===== src/rtl/iir_sos_cascade.sv =====
// -----------------------------------------------------------------------------
// iir_sos_cascade
// Cascade of N_SEC direct-form-II biquad sections sharing one multiplier.
// A sample is taken while idle and passes through every section in turn. Each
// section takes five multiply-accumulate cycles: two feedback products, then
// three feed-forward products. One output cycle follows the last section.
//
// Ports
//   clk        rising-edge clock
//   nrst       asynchronous active-low reset
//   in_valid   sample offered on din
//   in_ready   high only while idle; a sample is taken when in_valid is also high
//   din        signed sample, SAMP_WH.SAMP_FR
//   out_valid  one-cycle strobe when dout is updated
//   dout       signed result, SAMP_WH.SAMP_FR, held until the next strobe
//   c_we       coefficient write strobe (applied only while idle)
//   c_addr     coefficient address 5*k + {b0,b1,b2,a1,a2}; out-of-range ignored
//   c_in       signed coefficient, COEFF_WH.COEFF_FR (a1/a2 stored pre-negated)
//   c_err      one-cycle pulse after a write attempted while busy
//   state_clr  clears all delay lines; aborts a computation in progress
//
// Build option
//   IIR_SAT_EN  when defined, the accumulator, w and dout saturate; otherwise
//               they wrap in two's complement.
// -----------------------------------------------------------------------------
module iir_sos_cascade #(
    parameter int SAMP_WH  = 3,
    parameter int SAMP_FR  = 22,
    parameter int COEFF_WH = 2,
    parameter int COEFF_FR = 15,
    parameter int REC_WH   = 7,
    parameter int REC_FR   = 24,
    parameter int N_SEC    = 4
) (
    input  logic                                clk,
    input  logic                                nrst,
    input  logic                                in_valid,
    output logic                                in_ready,
    input  logic signed [SAMP_WH+SAMP_FR-1:0]   din,
    output logic                                out_valid,
    output logic signed [SAMP_WH+SAMP_FR-1:0]   dout,
    input  logic                                c_we,
    input  logic        [$clog2(5*N_SEC)-1:0]   c_addr,
    input  logic signed [COEFF_WH+COEFF_FR-1:0] c_in,
    output logic                                c_err,
    input  logic                                state_clr
);

    localparam int SW    = SAMP_WH + SAMP_FR;
    localparam int CW    = COEFF_WH + COEFF_FR;
    localparam int RW    = REC_WH + REC_FR;
    localparam int NC    = 5 * N_SEC;
    localparam int AW    = $clog2(NC);
    localparam int SEC_W = (N_SEC > 1) ? $clog2(N_SEC) : 1;
    localparam int PW    = RW + CW;
    // Rounded product keeps RW+COEFF_WH bits; one more bit absorbs the add.
    localparam int SUMW  = RW + COEFF_WH + 1;
    localparam int SH    = REC_FR - SAMP_FR;

    localparam logic signed [CW-1:0]   B0_ONE = CW'(1'b1) << COEFF_FR;
    localparam logic signed [PW-1:0]   P_HALF = (PW'(1'b1) << COEFF_FR) >> 1;
    localparam logic signed [RW:0]     D_HALF = ((RW+1)'(1'b1) << SH) >> 1;

`ifdef IIR_SAT_EN
    localparam logic signed [SUMW-1:0] REC_MAX = SUMW'((SUMW'(1'b1) << (RW-1)) - SUMW'(1'b1));
    localparam logic signed [SUMW-1:0] REC_MIN = ~REC_MAX;
    localparam logic signed [RW:0]     SMP_MAX = (RW+1)'(((RW+1)'(1'b1) << (SW-1)) - (RW+1)'(1'b1));
    localparam logic signed [RW:0]     SMP_MIN = ~SMP_MAX;
`endif

    typedef enum logic [2:0] {
        S_IDLE = 3'd0,
        S_FB1  = 3'd1,
        S_FB2  = 3'd2,
        S_FF1  = 3'd3,
        S_FF2  = 3'd4,
        S_FF3  = 3'd5,
        S_OUT  = 3'd6
    } state_t;

    // Bring an accumulator sum back to the recursive-state width.
    function automatic logic signed [RW-1:0] fit_rec(input logic signed [SUMW-1:0] v);
`ifdef IIR_SAT_EN
        if (v > REC_MAX) begin
            fit_rec = RW'(REC_MAX);
        end else if (v < REC_MIN) begin
            fit_rec = RW'(REC_MIN);
        end else begin
            fit_rec = RW'(v);
        end
`else
        fit_rec = RW'(v);
`endif
    endfunction

    // Bring a rounded state value back to the sample width.
    function automatic logic signed [SW-1:0] fit_samp(input logic signed [RW:0] v);
`ifdef IIR_SAT_EN
        if (v > SMP_MAX) begin
            fit_samp = SW'(SMP_MAX);
        end else if (v < SMP_MIN) begin
            fit_samp = SW'(SMP_MIN);
        end else begin
            fit_samp = SW'(v);
        end
`else
        fit_samp = SW'(v);
`endif
    endfunction

    state_t                  r_state, w_next;
    logic signed [CW-1:0]    r_coef [NC];
    logic signed [RW-1:0]    r_w1 [N_SEC];
    logic signed [RW-1:0]    r_w2 [N_SEC];
    logic signed [RW-1:0]    r_x;       // input of the current section
    logic signed [RW-1:0]    r_acc;
    logic signed [RW-1:0]    r_w;       // w of the current section
    logic [SEC_W-1:0]        r_sec;
    logic [AW-1:0]           r_cbase;   // 5*r_sec, kept alongside to avoid a multiply
    logic                    r_out_valid;
    logic signed [SW-1:0]    r_dout;
    logic                    r_c_err;

    logic signed [CW-1:0]    w_coef;
    logic signed [RW-1:0]    w_opnd;
    logic signed [RW-1:0]    w_base;
    logic signed [PW-1:0]    w_prod;
    logic signed [PW-1:0]    w_prod_rnd;
    logic signed [SUMW-1:0]  w_prod_x;
    logic signed [SUMW-1:0]  w_sum;
    logic signed [RW-1:0]    w_acc_next;
    logic signed [RW-1:0]    w_din_ext;
    logic signed [RW:0]      w_x_rnd;
    logic                    w_last;

    assign in_ready  = (r_state == S_IDLE);
    assign out_valid = r_out_valid;
    assign dout      = r_dout;
    assign c_err     = r_c_err;

    assign w_last     = (r_sec == SEC_W'(N_SEC - 1));
    assign w_din_ext  = RW'(din) <<< SH;
    assign w_prod     = PW'(w_coef) * PW'(w_opnd);
    assign w_prod_rnd = (w_prod + P_HALF) >>> COEFF_FR;
    assign w_prod_x   = SUMW'(w_prod_rnd);
    assign w_sum      = SUMW'(w_base) + w_prod_x;
    assign w_acc_next = fit_rec(w_sum);
    assign w_x_rnd    = ((RW+1)'(r_x) + D_HALF) >>> SH;

    // Select coefficient, multiplier operand and accumulator base per MAC step.
    always_comb begin
        w_coef = '0;
        w_opnd = '0;
        w_base = '0;
        case (r_state)
            S_FB1: begin
                w_coef = r_coef[r_cbase + AW'(3'd3)];
                w_opnd = r_w1[r_sec];
                w_base = r_x;
            end
            S_FB2: begin
                w_coef = r_coef[r_cbase + AW'(3'd4)];
                w_opnd = r_w2[r_sec];
                w_base = r_acc;
            end
            S_FF1: begin
                w_coef = r_coef[r_cbase];
                w_opnd = r_w;
                w_base = '0;
            end
            S_FF2: begin
                w_coef = r_coef[r_cbase + AW'(3'd1)];
                w_opnd = r_w1[r_sec];
                w_base = r_acc;
            end
            S_FF3: begin
                w_coef = r_coef[r_cbase + AW'(3'd2)];
                w_opnd = r_w2[r_sec];
                w_base = r_acc;
            end
            default: begin
                w_coef = '0;
                w_opnd = '0;
                w_base = '0;
            end
        endcase
    end

    // State register.
    always_ff @(posedge clk or negedge nrst) begin
        if (!nrst) begin
            r_state <= S_IDLE;
        end else begin
            r_state <= w_next;
        end
    end

    // Next-state logic; state_clr while busy aborts straight back to idle.
    always_comb begin
        w_next = r_state;
        case (r_state)
            S_IDLE: begin
                if (in_valid) begin
                    w_next = S_FB1;
                end else begin
                    w_next = S_IDLE;
                end
            end
            S_FB1: w_next = S_FB2;
            S_FB2: w_next = S_FF1;
            S_FF1: w_next = S_FF2;
            S_FF2: w_next = S_FF3;
            S_FF3: begin
                if (w_last) begin
                    w_next = S_OUT;
                end else begin
                    w_next = S_FB1;
                end
            end
            S_OUT:   w_next = S_IDLE;
            default: w_next = S_IDLE;
        endcase
        if (state_clr && (r_state != S_IDLE)) begin
            w_next = S_IDLE;
        end else begin
            w_next = w_next;
        end
    end

    // Datapath, delay lines, coefficient store and registered outputs.
    always_ff @(posedge clk or negedge nrst) begin
        if (!nrst) begin
            for (int i = 0; i < NC; i++) begin
                r_coef[i] <= ((i % 5) == 0) ? B0_ONE : '0;
            end
            for (int i = 0; i < N_SEC; i++) begin
                r_w1[i] <= '0;
                r_w2[i] <= '0;
            end
            r_x         <= '0;
            r_acc       <= '0;
            r_w         <= '0;
            r_sec       <= '0;
            r_cbase     <= '0;
            r_out_valid <= 1'b0;
            r_dout      <= '0;
            r_c_err     <= 1'b0;
        end else begin
            r_out_valid <= 1'b0;
            r_c_err     <= c_we && (r_state != S_IDLE);
            if (c_we && (r_state == S_IDLE) && (c_addr < AW'(NC))) begin
                r_coef[c_addr] <= c_in;
            end
            if (state_clr && (r_state != S_IDLE)) begin
                for (int i = 0; i < N_SEC; i++) begin
                    r_w1[i] <= '0;
                    r_w2[i] <= '0;
                end
                r_sec   <= '0;
                r_cbase <= '0;
            end else begin
                case (r_state)
                    S_IDLE: begin
                        if (state_clr) begin
                            for (int i = 0; i < N_SEC; i++) begin
                                r_w1[i] <= '0;
                                r_w2[i] <= '0;
                            end
                        end
                        if (in_valid) begin
                            r_x <= w_din_ext;
                        end
                        r_sec   <= '0;
                        r_cbase <= '0;
                    end
                    S_FB1: r_acc <= w_acc_next;
                    S_FB2: r_w   <= w_acc_next;
                    S_FF1: r_acc <= w_acc_next;
                    S_FF2: r_acc <= w_acc_next;
                    S_FF3: begin
                        // Section output becomes the next section's input.
                        r_x         <= w_acc_next;
                        r_w1[r_sec] <= r_w;
                        r_w2[r_sec] <= r_w1[r_sec];
                        if (w_last) begin
                            r_sec   <= '0;
                            r_cbase <= '0;
                        end else begin
                            r_sec   <= r_sec + SEC_W'(1'b1);
                            r_cbase <= r_cbase + AW'(3'd5);
                        end
                    end
                    S_OUT: begin
                        r_out_valid <= 1'b1;
                        r_dout      <= fit_samp(w_x_rnd);
                    end
                    default: r_acc <= r_acc;
                endcase
            end
        end
    end

endmodule


===== config.mk =====
export PLATFORM = sky130hd
export DESIGN_NAME = iir_sos_cascade
export DESIGN_NICKNAME = d
export VERILOG_FILES = /design/src/rtl/iir_sos_cascade.sv
export SDC_FILE = /design/constraint.sdc
export NUM_CORES = 2
export LEC_CHECK = 0
export CORE_MARGIN = 5
export CORE_UTILIZATION = 57
export CTS_CLUSTER_DIAMETER = 100
export DETAILED_ROUTE_END_ITERATION = 8
export GPL_TIMING_DRIVEN = 0
export PLACE_DENSITY = 0.73
export REMOVE_ABC_BUFFERS = 1
export SLEW_MARGIN = 20
export SYNTH_ARGS = -nofsm -noshare
export SYNTH_HDL_FRONTEND = slang
export SYNTH_SLANG_ARGS = --single-unit

===== constraint.sdc =====
create_clock -name clk -period 40.7 [get_ports clk]
set_clock_uncertainty 0.1 [all_clocks]
set_input_delay 8.14 -clock clk [delete_from_list [all_inputs] [get_ports clk]]
set_output_delay 8.14 -clock clk [all_outputs]
set_load 0.05 [all_outputs]

==> flow_summary.html <==
<table>
<tr><th>Metric</th><th>Value</th></tr>
<tr><th colspan="2">CTS</th></tr>
<tr><td>Clock root buffer master</td><td>sky130_fd_sc_hd__clkbuf_16</td></tr>
<tr><td>Post-cts resize count</td><td>0</td></tr>
<tr><td>Clk buf depth</td><td>3</td></tr>
<tr><td>CTS tree</td><td>yes</td></tr>
<tr><td>Hold buffer count at cts</td><td>0</td></tr>
<tr><td>Worst-path clk slew</td><td>60 ps</td></tr>
<tr><td>TritonCTS Buffers</td><td>75</td></tr>
<tr><td>Buffer count from post-CTS setup fixing</td><td>0</td></tr>
<tr><td>CTS H-Tree Depth</td><td>3</td></tr>
<tr><td>TritonCTS sink count</td><td>718</td></tr>
<tr><td>Clock insertion delay at the later pin of the skew report</td><td>650 ps</td></tr>
<tr><th colspan="2">Detailed routing</th></tr>
<tr><td>Detailed Routing Iterations Pass 1</td><td>6</td></tr>
<tr><td>Via/cell ratio</td><td>6.809</td></tr>
<tr><td>Vias after detailed routing</td><td>45464</td></tr>
<tr><td>Initial DRC Count</td><td>4805</td></tr>
<tr><td>Routed wire per std cell</td><td>27.25 um</td></tr>
<tr><td>Count of nets left with antenna violations after detail routing</td><td>0</td></tr>
<tr><td>Routed wire length</td><td>181900 um</td></tr>
<tr><td># DRC</td><td>0</td></tr>
<tr><th colspan="2">Synthesis</th></tr>
<tr><td>Netlist area before placement</td><td>0.06046 sq mm</td></tr>
<tr><td>Synth Area in Compound Gates</td><td>9.947%</td></tr>
<tr><td>Top cells by area, synth</td><td>sky130_fd_sc_hd__dfrtp_1 (30%), sky130_fd_sc_hd__mux4_2 (17%), sky130_fd_sc_hd__fa_1 (16%), sky130_fd_sc_hd__mux2_2 (6.6%), sky130_fd_sc_hd__a22o_1 (4.0%)</td></tr>
<tr><td>Post-synth ARST share</td><td>100.0%</td></tr>
<tr><td>Sequential element share of the synthesized area</td><td>29.72%</td></tr>
<tr><td>Cells after synthesis</td><td>5316</td></tr>
<tr><td>Portion of synthesized cell area occupied by the leading cell type</td><td>29.55%</td></tr>
<tr><td>Yosys cell types</td><td>85</td></tr>
<tr><td>Adder-cell share of the synthesized area</td><td>19.34%</td></tr>
<tr><td>Mux share of post-synthesis cell area</td><td>24.26%</td></tr>
<tr><td>Combinational family with the most area after synthesis</td><td>multiplexers</td></tr>
<tr><td>Dominant synthesized flop cell</td><td>sky130_fd_sc_hd__dfrtp_1</td></tr>
<tr><td>Mean post-synth cell area</td><td>11.37 sq um</td></tr>
<tr><td>Register bit count reported by yosys</td><td>718</td></tr>
<tr><td>Synthesized-area fraction occupied by and/or/nand/nor cells</td><td>8.915%</td></tr>
<tr><td>Xor/xnor share of the synthesized area</td><td>1.550%</td></tr>
<tr><td>Synth area leader</td><td>sky130_fd_sc_hd__dfrtp_1</td></tr>
<tr><td>Yosys synthesis warning count</td><td>0</td></tr>
<tr><td>Number of enable flip-flop cells after synthesis</td><td>0</td></tr>
<tr><th colspan="2">Cells and area</th></tr>
<tr><td>Number of standard cells in the layout, taps in and fillers out</td><td>6677</td></tr>
<tr><td>Layout cell share with drive strength beyond 1</td><td>22.60%</td></tr>
<tr><td>Fillers</td><td>7760</td></tr>
<tr><td>Most common cell after layout, fill and taps aside</td><td>sky130_fd_sc_hd__dfrtp_1</td></tr>
<tr><td>P&amp;R area growth vs syn</td><td>11.09%</td></tr>
<tr><td>Count of nets after finishing</td><td>5909</td></tr>
<tr><td>Core utilization of the finished layout</td><td>63.81%</td></tr>
<tr><td>Most frequent cells in the layout</td><td>sky130_fd_sc_hd__dfrtp_1 (705), sky130_fd_sc_hd__nand2_1 (596), sky130_fd_sc_hd__inv_1 (534), sky130_fd_sc_hd__fa_1 (493), sky130_fd_sc_hd__mux4_2 (447)</td></tr>
<tr><th colspan="2">Critical path</th></tr>
<tr><td>Most repeated library cell on the critical path</td><td>sky130_fd_sc_hd__a21o_1</td></tr>
<tr><td>Largest fanout of any net on the critical path</td><td>51</td></tr>
<tr><td>Worst EP required</td><td>41080 ps</td></tr>
<tr><td>Nature of the critical path endpoint</td><td>flop</td></tr>
<tr><td>Arrival time at the worst endpoint</td><td>16720 ps</td></tr>
<tr><td>Worst-path cell with the longest stage delay</td><td>sky130_fd_sc_hd__xor2_1</td></tr>
<tr><td>Largest delay contributor family on the critical path</td><td>compound AO/OA/AOI/OAI gates</td></tr>
<tr><td>CP peak stage delay</td><td>780 ps</td></tr>
<tr><td>CP Buf/Inv Count</td><td>12</td></tr>
<tr><td>Startpoint type of the worst setup path</td><td>flop</td></tr>
<tr><td>Worst setup path class</td><td>reg -&gt; reg</td></tr>
<tr><th colspan="2">Hold path</th></tr>
<tr><td>Tightest Hold Check Type</td><td>reg -&gt; reg</td></tr>
<tr><th colspan="2">Power and ir drop</th></tr>
<tr><td>Largest voltage drop on the vdd net</td><td>0.00004811 V</td></tr>
<tr><td>Lkg Pwr</td><td>29.20 nW</td></tr>
<tr><td>Power Density</td><td>41.80 mW/mm^2</td></tr>
<tr><th colspan="2">STA</th></tr>
<tr><td>Hold Fails Final Rpt</td><td>0</td></tr>
<tr><td>Post-route setup slack</td><td>24370 ps</td></tr>
<tr><td>Total setup violations reported at the end of the flow</td><td>0</td></tr>
<tr><td>Maximum clock rate</td><td>61.23 MHz</td></tr>
<tr><td>Min Tclk post-route</td><td>16330 ps</td></tr>
<tr><td>Least-Margin Pin Slew</td><td>1198 ps</td></tr>
<tr><td>Max Transition Viols Final</td><td>0</td></tr>
<tr><td>Final worst-path cycle share</td><td>40.13%</td></tr>
<tr><td>RSZ-0062 raised after global routing</td><td>no</td></tr>
<tr><td>Worst max-slew margin expressed relative to the limit</td><td>20.12%</td></tr>
<tr><th colspan="2">Placed design</th></tr>
<tr><td>Placed insts</td><td>6532</td></tr>
<tr><td>Post-DP HPWL</td><td>127900 um</td></tr>
<tr><td>Placer congestion estimate</td><td>0.9476</td></tr>
<tr><td>Pre-CTS setup slack</td><td>24670 ps</td></tr>
<tr><td>Quantity of I/O buffers inserted on ports</td><td>79</td></tr>
<tr><th colspan="2">Die</th></tr>
<tr><td>DIE HEIGHT</td><td>335.7 um</td></tr>
<tr><td>Width of the chip</td><td>335.7 um</td></tr>
<tr><td>Total I/O pin count</td><td>80</td></tr>
<tr><td>Number of cell rows</td><td>119</td></tr>
<tr><td>Die ar.</td><td>0.1127 sq mm</td></tr>
<tr><td>Core outline area</td><td>0.1053 sq mm</td></tr>
<tr><td>Initial standard-cell utilization of the core</td><td>57.44%</td></tr>
<tr><th colspan="2">Global routing</th></tr>
<tr><td>Global-route wire length before repair</td><td>283700 um</td></tr>
<tr><td>Final global-route overflow total</td><td>0</td></tr>
<tr><td>Pin count of the biggest net entering global routing</td><td>98</td></tr>
<tr><td>Global routing usage summed across all routing layers</td><td>32.61%</td></tr>
<tr><td>Antenna violations before repair</td><td>10</td></tr>
<tr><td>Number of global-route vias before repair</td><td>47892</td></tr>
<tr><th colspan="2">Outcome</th></tr>
<tr><td>Status</td><td>completed</td></tr>
<tr><th colspan="2">Run</th></tr>
<tr><td>Max-cap violation count</td><td>0</td></tr>
</table>
where the power goes:
group          internal (W)  switching (W)  total (W)
combinational      0.000454       0.000618    0.00107
clock              0.000408       0.000297   0.000705
sequential         0.000846       0.000185    0.00103
total               0.00171        0.00110    0.00281
flip-flops by register name (all words and copies together), names as in the netlist:
register	cells
r_x	31
r_cbase	5
r_coef	340
r_w	31
r_state	3
r_sec	2
r_acc	31
r_w2	124
dout	25
c_err	1
out_valid	1
r_w1	124
logic make-up (layout without fill, tap and decap cells):
kind of cell             count (synthesis)  after routing
XOR/XNOR                               107            107
AO/OA/AOI/OAI                          826            826
AND/OR/NAND/NOR                       1235           1235
buffers and inverters                  932            895
other                                    0              7
multiplexers                           859            859
flip-flops                             718            718
adder cells (fa/ha/maj)                639            639
worst reg2reg max path, delay by kind of cell (launching register included):
family                     cells  cell delay (ps)
DFF                            1              770
adders and majority gates      9             4470
muxes                          1              570
AOI/OAI and AO/OA             18             4710
and+or+nand+nor                9             1820
buffers and inverters         12             2620
xor gates and xnor gates       2             1120
synthesized netlist by cell type (all sizes together) (6+ instances only):
master / instances
o221ai: 6
o22a: 26
a31oi: 13
nand3: 74
ha: 146
a21o: 44
nand2: 601
nand4: 17
nand3b: 19
or3: 12
clkbuf: 267
and3: 8
inv: 536
nand2b: 20
o21bai: 14
xor2: 44
o22ai: 54
nor2b: 34
a21oi: 118
o21ai: 126
nor4: 10
a22oi: 72
mux4: 449
nor3: 24
xnor2: 63
a32oi: 26
a22o: 276
mux2: 353
o21a: 8
dfrtp: 714
a211oi: 12
buf: 125
and2: 66
nor2: 326
mux2i: 57
fa: 493
or2: 10
final cells by class:
| cell class | count | area, sq um | area share [%] |
|---|---|---|---|
| Antenna cell | 7 | 17.52 | 0.02608 |
| Clock buffer | 118 | 2301 | 3.426 |
| Clock inverter | 20 | 209.0 | 0.3111 |
| Inverter | 540 | 2032 | 3.025 |
| Multi-Input combinational cell | 3666 | 39400 | 58.66 |
| Sequential cell | 718 | 18010 | 26.81 |
| Tap cell | 1391 | 1740 | 2.591 |
| Timing Repair Buffer | 217 | 3462 | 5.154 |
stage by stage:
step	setup TNS, ps	total power, W	hold slack (ps)	area, sq um
floorplan	0	0.001646	339.1	58700
global placement	-361950	0.001983	352.6	61230
detailed placement	0	0.002073	371.1	64640
CTS	0	0.002783	384.4	67150
global route	0	0.002926	405.5	67150
finish	0	0.002808	378.9	67170
routing by layer:
layer  GRT usage, %  part of all wire (%)  wire length (um)  up-vias
met1          40.85                    36             64810    23271
met3          10.15                    12             21140      737
met5              0                 0.032                59        -
li1               -                     -                 -    18565
met2          49.97                    45             82180     2883
met4          20.03                   7.5             13720        8
path summary, 6_finish.rpt:
path / from / to / slack, ps / cells after the start
max in group asynchronous: nrst / r_coef[213] / 31140 / 5
setup reg to reg: r_cbase[0] / r_acc[28] / 24370 / 51
min in group asynchronous: nrst / r_w2[63] / 7360 / 1
hold / removal: r_acc[26] / r_acc[26] / 380 / 2
setup / recovery: r_cbase[0] / r_acc[28] / 24370 / 51
hold reg to reg: r_acc[26] / r_acc[26] / 380 / 2
No activity file was read; power rests on OpenSTA's default activity.
